[src/rtl/fpr_cdb_arbiter_pkg.sv]
// fpr_cdb_arbiter_pkg: shared FPR CDB types, requester indices and widths
package fpr_cdb_arbiter_pkg;
  localparam int ROB_WIDTH = 6;
  localparam int N_FPR_CDB_REQ = 4;
  typedef enum logic [1:0] {
    REQ_FMOV = 2'd0,
    REQ_FADD = 2'd1,
    REQ_FMUL = 2'd2,
    REQ_FDIV = 2'd3
  } fpr_cdb_req_e;
  typedef struct packed {
    logic                 valid;
    logic [ROB_WIDTH-1:0] tag;
    logic [31:0]          data;
  } cdb_t;
endpackage

[src/rtl/fpr_cdb_arbiter_if.sv]
// fpr_cdb_arbiter_if: per-unit request/grant handshake plus tag and result register
interface fpr_cdb_arbiter_if
  import fpr_cdb_arbiter_pkg::*;
#(
  parameter int N = N_FPR_CDB_REQ
);
  logic [N-1:0]         valid;
  logic [N-1:0]         ready;
  logic [ROB_WIDTH-1:0] tag  [N];
  logic [31:0]          data [N];
  modport master (output valid, tag, data, input ready);
  modport slave  (input valid, tag, data, output ready);
endinterface

[src/rtl/fpr_cdb_arbiter_rr_pick.sv]
// fpr_cdb_arbiter_rr_pick: combinational round-robin priority encoder starting at ptr
module fpr_cdb_arbiter_rr_pick #(
  parameter int N = 4,
  parameter int W = $clog2(N)
) (
  input  logic [N-1:0] req,
  input  logic [W-1:0] ptr,
  output logic         any,
  output logic [N-1:0] onehot,
  output logic [W-1:0] idx
);
  logic [W-1:0] j;
  // scan from ptr upward with wrap, first set request wins
  always_comb begin
    any = 1'b0;
    idx = '0;
    j = '0;
    for (int k = 0; k < N; k++) begin
      j = W'((int'(ptr) + k) % N);
      if (!any && req[j]) begin
        any = 1'b1;
        idx = j;
      end
    end
  end
  assign onehot = any ? N'(1) << idx : '0;
endmodule

[src/rtl/fpr_cdb_arbiter.sv]
// fpr_cdb_arbiter: round-robin arbitration of FP units onto the single FPR common data bus
module fpr_cdb_arbiter
  import fpr_cdb_arbiter_pkg::*;
#(
  parameter int N_REQ = N_FPR_CDB_REQ,
  parameter int CNT_W = 32
) (
  input  logic               clk,
  input  logic               reset,
  fpr_cdb_arbiter_if.slave   req,
  output cdb_t               fpr_cdb,
  output logic [CNT_W-1:0]   busy_cnt,
  output logic [CNT_W-1:0]   conflict_cnt
);
  localparam int W = $clog2(N_REQ);
  logic                 any;
  logic [N_REQ-1:0]     onehot;
  logic [W-1:0]         idx;
  logic [W-1:0]         rr_ptr;
  logic [W-1:0]         g_idx;
  logic                 g_valid;
  logic [ROB_WIDTH-1:0] g_tag;
  logic                 multi;
  fpr_cdb_arbiter_rr_pick #(.N(N_REQ), .W(W)) u_pick (
    .req    (req.valid),
    .ptr    (rr_ptr),
    .any    (any),
    .onehot (onehot),
    .idx    (idx)
  );
  // grant is suppressed while reset so nothing dispatches in a flush cycle
  always_comb begin
    req.ready = reset ? '0 : onehot;
    multi = $countones(req.valid) > 1;
  end
  // broadcast the previous grant; a flush kills the pending broadcast
  always_comb begin
    fpr_cdb.valid = g_valid && !reset;
    fpr_cdb.tag = g_tag;
    fpr_cdb.data = req.data[g_idx];
  end
  // grant registers and round-robin pointer; pointer moves past the winner
  always_ff @(posedge clk) begin
    if (reset) begin
      g_valid <= 1'b0;
      g_idx <= '0;
      g_tag <= '0;
      rr_ptr <= '0;
    end else begin
      g_valid <= any;
      if (any) begin
        g_idx <= idx;
        g_tag <= req.tag[idx];
        rr_ptr <= (idx == W'(N_REQ - 1)) ? '0 : idx + 1'b1;
      end
    end
  end
  // saturating bus-busy and contention counters
  always_ff @(posedge clk) begin
    if (reset) begin
      busy_cnt <= '0;
      conflict_cnt <= '0;
    end else begin
      busy_cnt <= busy_cnt + CNT_W'(fpr_cdb.valid && !(&busy_cnt));
      conflict_cnt <= conflict_cnt + CNT_W'(multi && !(&conflict_cnt));
    end
  end
endmodule

[src/flat_wrapper.sv]
// flat-port wrapper written by rule: the top's interface ports become plain ports
module fpr_cdb_arbiter_flat import fpr_cdb_arbiter_pkg::*;
#(
  parameter int N_REQ = N_FPR_CDB_REQ,
  parameter int CNT_W = 32
)
  (clk, reset, fpr_cdb, busy_cnt, conflict_cnt, req_valid, req_tag, req_data, req_ready);
  fpr_cdb_arbiter_if #(.N((4))) req_i ();
  input  logic clk;
  input  logic reset;
  output cdb_t fpr_cdb;
  output logic [CNT_W-1:0] busy_cnt;
  output logic [CNT_W-1:0] conflict_cnt;
  input wire logic [$bits(req_i.valid)-1:0] req_valid;
  input wire logic [$bits(req_i.tag)-1:0] req_tag;
  input wire logic [$bits(req_i.data)-1:0] req_data;
  output wire logic [$bits(req_i.ready)-1:0] req_ready;
  assign req_i.valid = req_valid;
  assign req_i.tag = {>>{req_tag}};
  assign req_i.data = {>>{req_data}};
  assign req_ready = req_i.ready;
  fpr_cdb_arbiter #(.N_REQ(N_REQ), .CNT_W(CNT_W)) u_core (.clk(clk), .reset(reset), .req(req_i), .fpr_cdb(fpr_cdb), .busy_cnt(busy_cnt), .conflict_cnt(conflict_cnt));
endmodule
[config.mk]
export PLATFORM = sky130hd
export DESIGN_NAME = fpr_cdb_arbiter_flat
export DESIGN_NICKNAME = d
export VERILOG_FILES = /design/src/rtl/fpr_cdb_arbiter_pkg.sv /design/src/rtl/fpr_cdb_arbiter_if.sv /design/src/rtl/fpr_cdb_arbiter_rr_pick.sv /design/src/rtl/fpr_cdb_arbiter.sv /design/src/flat_wrapper.sv
export SDC_FILE = /design/constraint.sdc
export NUM_CORES = 1
export LEC_CHECK = 0
export ABC_AREA = 1
export ABC_CLOCK_PERIOD_IN_PS = 3600
export CAP_MARGIN = 20
export CORE_UTILIZATION = 39
export CTS_CLUSTER_SIZE = 40
export DETAILED_ROUTE_END_ITERATION = 7
export PLACE_DENSITY = 0.78
export SETUP_SLACK_MARGIN = 0.02
export SLEW_MARGIN = 5
export SYNTH_ARGS = -nofsm -noshare
export SYNTH_HDL_FRONTEND = slang
export SYNTH_SLANG_ARGS = --single-unit
[constraint.sdc]
create_clock -name clk -period 3.6 [get_ports clk]
set_input_delay 0.72 -clock clk [delete_from_list [all_inputs] [get_ports clk]]
set_output_delay 0.72 -clock clk [all_outputs]
set_load 0.1 [all_outputs]
# == After elaboration in Yosys (flattened, before gate mapping) ==
# Index checks and enable logic that the tools add are counted.
# word_totals
regBits,75
elab_cells,65
# op_classes
add_sub_neg,9
magnitude_cmp,7
eq_ne,1
shift,1
mux,25
bitwise,2
reduce_logical,14
# op_table
op,count
32-bit by 1-bit adder with 32-bit output,2
32-bit binary-select mux with 2-bit select,1
32-bit two-way mux,2
32-bit AND reduction,2
32-bit adder,1
32-bit by 2-bit > comparator with 1-bit output (second input constant),1
6-bit binary-select mux with 2-bit select,1
2-bit by 3-bit less-than comparator with 1-bit output (second input constant),4
6-bit two-way mux,2
2-bit two-way mux,5
1-bit binary-select mux with 2-bit select,4
1-bit two-way mux,8
4-bit two-way mux,2
3-bit >= comparator (second input constant),2
1-bit logical AND,6
1-bit logical NOT,6
2-bit NOT with 3-bit output,2
1-bit by 1-bit adder with 2-bit output,2
2-bit by 1-bit adder with 2-bit output (second input constant),2
2-bit adder (second input constant),2
1-bit by 2-bit left shift with 4-bit output (first input constant),1
2-bit == test (second input constant),1

# == Logic depth before layout (Yosys ltp) ==
# logic_depth
word_depth,16
depth_mapped,17
ltp_nobuf,17

# == Modules after synthesis ==
# Synthesis repeated with hierarchy kept, for this count alone.
# hier_totals
cells_unflattened,891
area_unflattened_um2,5303.8
# by_module_without_submodules
module,instances,cells_each,area_per_inst_um2,seq_area_each_um2
fpr_cdb_arbiter,1,817,4911.0,1501.4
fpr_cdb_arbiter_rr_pick,1,74,392.9,0.0

# == Least setup slack after synthesis ==
# OpenSTA, ideal clock, no wires.
# synth_timing
path_kind,input -> output
startpoint,input req_valid[3]
endpoint,output req_ready[3]
t_arrival_ns,2.965
t_required_ns,2.880
path_slack_ns,-0.085
cell_stages,12
n_path_buf,0
cell_sequence,inv_1 nand2_2 nand3_1 nand2_1 nand2_2 nand2_1 nand2_4 nand3_4 inv_1 ha_1 inv_1 nor2_1
# synth_via
elab_chain_len,15
elab_cells_between_ends,25
cone_classes,shift (1); mux (18); reduce/logical (6)
# synth_lines
element,line,rtl
"start, declared",flat_wrapper.sv:14,input wire logic [$bits(req_i.valid)-1:0] req_valid;
1-bit binary-select mux with 2-bit select,fpr_cdb_arbiter_rr_pick.sv:20,if (!any && req[j]) begin
1-bit two-way mux (not written as such),fpr_cdb_arbiter_rr_pick.sv:20,
1-bit two-way mux,fpr_cdb_arbiter_rr_pick.sv:20,
1-bit logical NOT,fpr_cdb_arbiter_rr_pick.sv:20,
1-bit logical AND,fpr_cdb_arbiter_rr_pick.sv:20,
1-bit two-way mux,fpr_cdb_arbiter_rr_pick.sv:20,
1-bit logical NOT,fpr_cdb_arbiter_rr_pick.sv:20,
1-bit logical AND,fpr_cdb_arbiter_rr_pick.sv:20,
1-bit two-way mux,fpr_cdb_arbiter_rr_pick.sv:20,
1-bit logical NOT,fpr_cdb_arbiter_rr_pick.sv:20,
1-bit logical AND,fpr_cdb_arbiter_rr_pick.sv:20,
2-bit two-way mux *,fpr_cdb_arbiter_rr_pick.sv:20,
net u_core.idx[0],fpr_cdb_arbiter.sv:18,logic [W-1:0] idx;
1-bit by 2-bit left shift with 4-bit output *,fpr_cdb_arbiter_rr_pick.sv:26,assign onehot = any ? N'(1) << idx : '0;
4-bit two-way mux *,fpr_cdb_arbiter_rr_pick.sv:26,
4-bit two-way mux *,fpr_cdb_arbiter.sv:33,req.ready = reset ? '0 : onehot;
"end, declared",flat_wrapper.sv:17,output wire logic [$bits(req_i.ready)-1:0] req_ready;
# Mark *: on every way through the listed nets, which the timed path passes. The rest lies on a longest branch. The select of a mux whose other input is x is not followed.

# == Worst setup path after layout ==
# layout_timing
startpoint,input req_valid[1]
endpoint,output req_ready[3]
# The elaborated chain is that of the path after synthesis.

==> summary.md <==
| Metric | Value |
|---|---|
| Clk_lat worst skew | `roughly 0.33 ns` |
| Tot Pwr | `about 6.4 mW` |
| Yosys warns | `0` |
| Clock Skew | `0.006631 ns` |
| Crit path DAT | `2.47 ns` |
| P&R area growth vs syn | `71.44%` |
| Synthesized net count | `around 980` |
| Max Cap Violations | `0` |
| Post-DP Area | `around 8400 sq um` |
| Switching Fraction | `0.5374` |
| Final wirelength | `19690 microns` |
| Yosys top cell by area | `dfxtp_1` |
| Slew Limit Fails | `0` |
| Worst setup path class | `in2out` |
| Finished Cell Area | `slightly below 9000 sq um` |
| Syn_area_per_cell | `6.346 sq um` |
| Number of CTS-inserted buffers | `9` |
| Non-Filler Instances | `1260` |
| Root Driver | `clkbuf_16` |
| Power share of the sequential group | `0.146` |
| Most common flop cell mapped by yosys | `dfxtp_1` |
| Crit start category | `input port` |
| Pre-CTS worst setup slack | `-0.1914 ns` |
| Most common cell after layout, fill and taps aside | `clkdlybuf4s50_1` |
| Setup TNS | `0 ns` |
| Nets | `between 1000 and 1500` |
| Tcrit/Tclk final | `0.8859` |
| Post-DP HPWL | `15260 microns` |
| Endpoints failing hold | `0` |
| Critical Path Slowest Stage Cell | `buf_12` |
| Total core area | `12720 sq um` |
| Initial Utilization | `0.4035` |
| Critical path cell sequence | `dlymetal6s2s_1 > buf_4 > inv_1 > nand2_2 > nand3_1 > nand2_1 > nand2_2 > nand2_1 > nand2_4 > nand3_4 > inv_1 > ha_1 > inv_1 > nor2_2 > buf_12` |
| Switching power | `around 3.4 mW` |
| Row cnt | `between 40 and 50` |
| Async set-reset flop share out of synthesis | `0` |
| Tmin final | `3.189 ns` |
| Flop and latch count out of synthesis | `75` |
| First-pass GRT wire length | `~30000 microns` |
| H-tree levels | `3` |
| I/O Buffers | `264` |
| Storage cell area | `about 1500 sq um` |
| Peak supply drop | `0.3247 mV` |
| Ports | `~270` |
| CTS hold repair buffers | `0` |
| Footprint of the multi-input gates | `3196 sq um` |
| Maximum clock frequency | `roughly 310 MHz` |
| Post-synth EDFFs | `0` |
| Routed Antenna Nets | `0` |
| Worst Tran Pin Value | `roughly 1 ns` |
| Die height | `116.7 microns` |
| Synth cell types | `between 40 and 50` |
| CP max FO | `9` |
| First-pass detailed-route iteration total | `4` |
| Comb power frac | `0.704` |
| Status | `finished, final reports clean` |
| Commonest non-fill, non-tap cells in the layout | `clkdlybuf4s50_1, nand2_1, nor2_1, inv_1, o21ai_0` |
| Bufs and invs on worst path | `6` |
| Critical Path Max Stage Delay | `0.20 ns` |
| Clock transition at path regs | `approximately 0.060 ns` |
| PnR worst setup slack | `0.4109 ns` |
| Critical path data required time | `2.88 ns` |
| Cell mode on critical path | `inv_1` |
| Register area share after synthesis | `0.2925` |
| DRC violations left | `0` |
| Global placement routability congestion | `0.8401` |
| Post-Synthesis Cells | `a little over 800` |
| Clock share of power | `0.151` |
| Fillers | `around 1100` |
| Pleak | `~3.6 nW` |
| Synth top area cells | `dfxtp_1, nand2_1, nor2_1` |
| Vias/cell | `5.178` |
| P per Cell Area | `between 700 and 800 nW/um^2` |
| Critical Path Sink Type | `output pin` |
| CTS tree | `built` |
| Post-Syn Area | `approximately 5100 sq um` |
| Die area | `between 10000 and 15000 sq um` |
| Die W | `116.7 microns` |
| Vias in the first global route | `5895` |
| Cell Int Power | `approximately 3 mW` |
| Hold Path Class | `reg2reg` |
| Final setup viols | `0` |
| Unrepaired setup endpoints after global routing | `false` |
| Initial antenna violation count | `2` |
| Dpl cells | `~1200` |
| Ratio of cells with drive above 1 in the final layout | `0.1327` |
| Initial drt markers | `about 350` |
| Sink Count | `75` |
| Total Routing Usage GR | `0.2790` |
| Grt total ovfl | `0` |
| Yosys top cell area share | `0.2925` |
| Largest net degree at the start of global routing | `65` |
| Vias post-DR | `6524` |
| CP top delay family | `buffers and inverters` |
| WL per Instance | `around 16 microns` |
| Deepest clock path buffer count | `2` |
| Slew HR | `0.3189` |
[cell type report]
cell class / count / share of cell area
inverters: 95 / 0.04052
diodes: 3 / 0.0008530
well taps: 172 / 0.02445
repair buffers: 290 / 0.3642
clock inverters: 6 / 0.01009
multi-input cells: 609 / 0.3631
flip-flops and latches: 75 / 0.1707
clock buffers: 10 / 0.02602
[flip-flops by register name (all words and copies together), names as in the netlist]
signal,count
u_core.busy_cnt,32
u_core.g_tag,6
u_core.rr_ptr,2
u_core.g_idx,2
u_core.conflict_cnt,32
u_core.g_valid,1
[power groups by stage]
stage,Sequential (mW),Clock [mW],Combinational (mW)
floorplan,1.18,0,2.70
global placement,0.947,0,4.47
global route,0.939,1.03,4.74
detailed placement,0.949,0,4.50
finish,0.933,0.966,4.51
CTS,0.931,0.985,4.51
[per-stage QoR]
step	utilization	hold WS, ns
after floorplan	-	0.5379
after global placement	0.6607	0.4702
after detailed placement	0.6607	0.4768
after CTS	0.6857	0.4857
after global routing	0.6916	0.5055
final	0.6918	0.4820
[worst min-delay path, cell delays in order (launching register included)]
cell     delay (ns)
dfxtp_2        0.33
nand2_1        0.06
a21oi_1        0.05
[cell usage after synthesis (6+ instances only)]
cell type,count
or2_2,6
nor3_1,20
dfxtp_1,75
inv_1,89
xor2_1,9
nor2_1,132
o21ai_0,85
clkbuf_1,24
a21oi_1,30
nand3_1,25
nand2_1,158
nand2_2,13
o22ai_1,32
nor2_2,6
nand4_1,26
ha_1,11
nor4_1,6
[kinds of logic (layout without fill, tap and decap cells)]
logic type,Yosys count,count (layout),share of synthesized area
adders and majority gates,12,12,0.03071
AOI/OAI and AO/OA,168,168,0.1835
xor gates and xnor gates,14,14,0.02389
and+or+nand+nor,415,415,0.3751
DFF,75,75,0.2925
other,0,3,0
buffers and inverters,125,401,0.09432
[layer usage]
| layer | GRT usage | share of wire | vias to the layer above |
|---|---|---|---|
| li1 | - | - | 3230 |
| met5 | 0 | 0 | - |
| met3 | 0.05501 | 0.073 | 63 |
| met2 | 0.4911 | 0.51 | 231 |
| met1 | 0.3107 | 0.38 | 3000 |
| met4 | 0.1688 | 0.046 | 0 |
[timing repair]
item / 4_1_cts / 5_1_grt
hold endpoints to repair: 0 / 0
buffers inserted: 0 / 3
endpoints found under the setup margin: 0 / 7
resized for setup: 0 / 14
[final timing paths]
kind	start	depth (start not counted)	to	slack, ns
max	req_valid[1]	15	req_ready[3]	0.41
min	u_core.g_idx[0]$_SDFFE_PP0N_	2	u_core.g_idx[0]$_SDFFE_PP0N_	0.48
max reg2reg	u_core.conflict_cnt[13]$_SDFF_PP0_	18	u_core.conflict_cnt[23]$_SDFF_PP0_	0.76
min reg2reg	u_core.g_idx[0]$_SDFFE_PP0N_	2	u_core.g_idx[0]$_SDFFE_PP0N_	0.48
(Power assumes the default switching activity.)
==> RTL change, RTL diff (same flow settings) <==
Change the package constant `ROB_WIDTH` from 6 to 4.
--- a/src/rtl/fpr_cdb_arbiter_pkg.sv
+++ b/src/rtl/fpr_cdb_arbiter_pkg.sv
@@ -1,5 +1,5 @@
 // fpr_cdb_arbiter_pkg: shared FPR CDB types, requester indices and widths
 package fpr_cdb_arbiter_pkg;
-  localparam int ROB_WIDTH = 6;
+  localparam int ROB_WIDTH = 4;
   localparam int N_FPR_CDB_REQ = 4;
   typedef enum logic [1:0] {
Ports: changed (resized fpr_cdb and req_tag); port bits go from 265 to 255. The function was not compared with the original's and may differ.
==> RTL change against the unedited design <==
  * Count of clock-buffer cells in the layout down 1
  * Clock power up 2%
  * Cell count down 0.32%
  * Power down 2.9%
  * Sequential cell count down 2
  * Register-to-register slack worse by 250 ps
  * Setup slack worse by 220 ps
  * Area after synthesis down 1.8%
  * Design area down 1.4%
  * Routed wire length up 0.16%
  * Hold slack better by 6.4 ps
==> RTL change: results (changes against the unedited design) <==
cp_max_fo: 3  # was 9
yosysWarningCount: 0  # unchanged
dr_wl_met2_mm: 9.57  # was 9.96 mm
vias: 6445  # was 6524
max_stage_delay_ps: 420  # was 200 ps
first_pass_iters: 5  # was 4
port-buffer-count: 254  # was 264
slowest_stage: "clkdlybuf4s50_1"  # was buf_12
cp_data_arrival_time_ps: 3680  # was 2470 ps
ys_types: 42  # was 47
largest_registers: "u_core.busy_cnt x32, u_core.conflict_cnt x32, u_core.g_tag x4"  # was u_core.busy_cnt x32, u_core.conflict_cnt x32, u_core.g_tag x6
antenna_found_initial: 1  # was 2
critPathTopFamily: "adder cells"  # was buffers and inverters
status: "finished, final reports clean"  # unchanged
pre_cts_ws_ps: -190  # was -191 ps
rrSetupSlack_ps: 510  # was 760 ps
grt_pass1_wl_mm: 29.3  # about the same
stdcell_count: 1256  # was 1260
synth-seq-area-share_pct: 29.0  # was 29.2%
place_area_um2: 8260  # was 8410 um^2
grt_pass1_vias: 5768  # was 5895
whs_ps: 488  # was 482 ps
synth_area_leaders: "dfxtp_1, nand2_1, nor2_1"  # unchanged
route.met3.wl_mm: 1.81  # was 1.44 mm
grt_start_max_net_pins: 38  # was 65
tightest_slew_ps: 999  # was 1020 ps
finClkSkew_ps: 9.30  # was 6.63 ps
dp.cells: 1235  # was 1238
period_needed_ps: 3400  # was 3190 ps
drt_iter0_drc: 444  # was 348
m1WireLength_mm: 7.93  # was 7.39 mm
ir_drop_v: 0.000513  # was 0.000325 V
power.leakage_nw: 3.33  # was 3.59 nW
syn_nets: 972  # was 979
-- RTL change: cells by family (layout without fill, tap and decap cells) --
kind of cell	count (synthesis)	after routing	synth area share [%]
xor gates and xnor gates	4	4	0.695
DFF	73	73	29.0
AOI/OAI and AO/OA	179	179	19.3
adders and majority gates	12	12	3.13
other	0	3	0
and+or+nand+nor	407	407	37.6
buffers and inverters	135	406	10.4
-- RTL change: final cells by class --
type / instances / area [um^2] / area share (%)
tap: 172 / 215 / 2.48
sequential: 73 / 1460 / 16.8
inverter: 106 / 403 / 4.64
multi-input combinational: 602 / 3130 / 36.1
antenna: 3 / 7.51 / 0.0865
timing repair buffer: 284 / 3130 / 36.1
clock buffer: 9 / 225 / 2.59
clock inverter: 7 / 101 / 1.17
-- RTL change: power by group --
group | leakage [nW] | total, mW | switching (mW) | internal (mW)
Clock | 0.153 | 0.985 | 0.371 | 0.614
Combinational | 2.59 | 4.31 | 2.90 | 1.41
Sequential | 0.591 | 0.929 | 0.0694 | 0.859
Total | 3.33 | 6.22 | 3.34 | 2.88
-- RTL change: final timing paths --
path	end	cells past startpoint	from
hold / removal	u_core.busy_cnt[9]$_SDFF_PP0_	2	u_core.busy_cnt[9]$_SDFF_PP0_
hold reg to reg	u_core.busy_cnt[9]$_SDFF_PP0_	2	u_core.busy_cnt[9]$_SDFF_PP0_
setup / recovery	u_core.conflict_cnt[28]$_SDFF_PP0_	18	req_valid[0]
setup reg to reg	u_core.conflict_cnt[16]$_SDFF_PP0_	17	u_core.conflict_cnt[13]$_SDFF_PP0_
-- RTL change: timing repair --
action	CTS	global route
buffers inserted	0	2
resized for setup	0	17
endpoints found under the setup margin	0	9
endpoints found under the hold margin	0	0
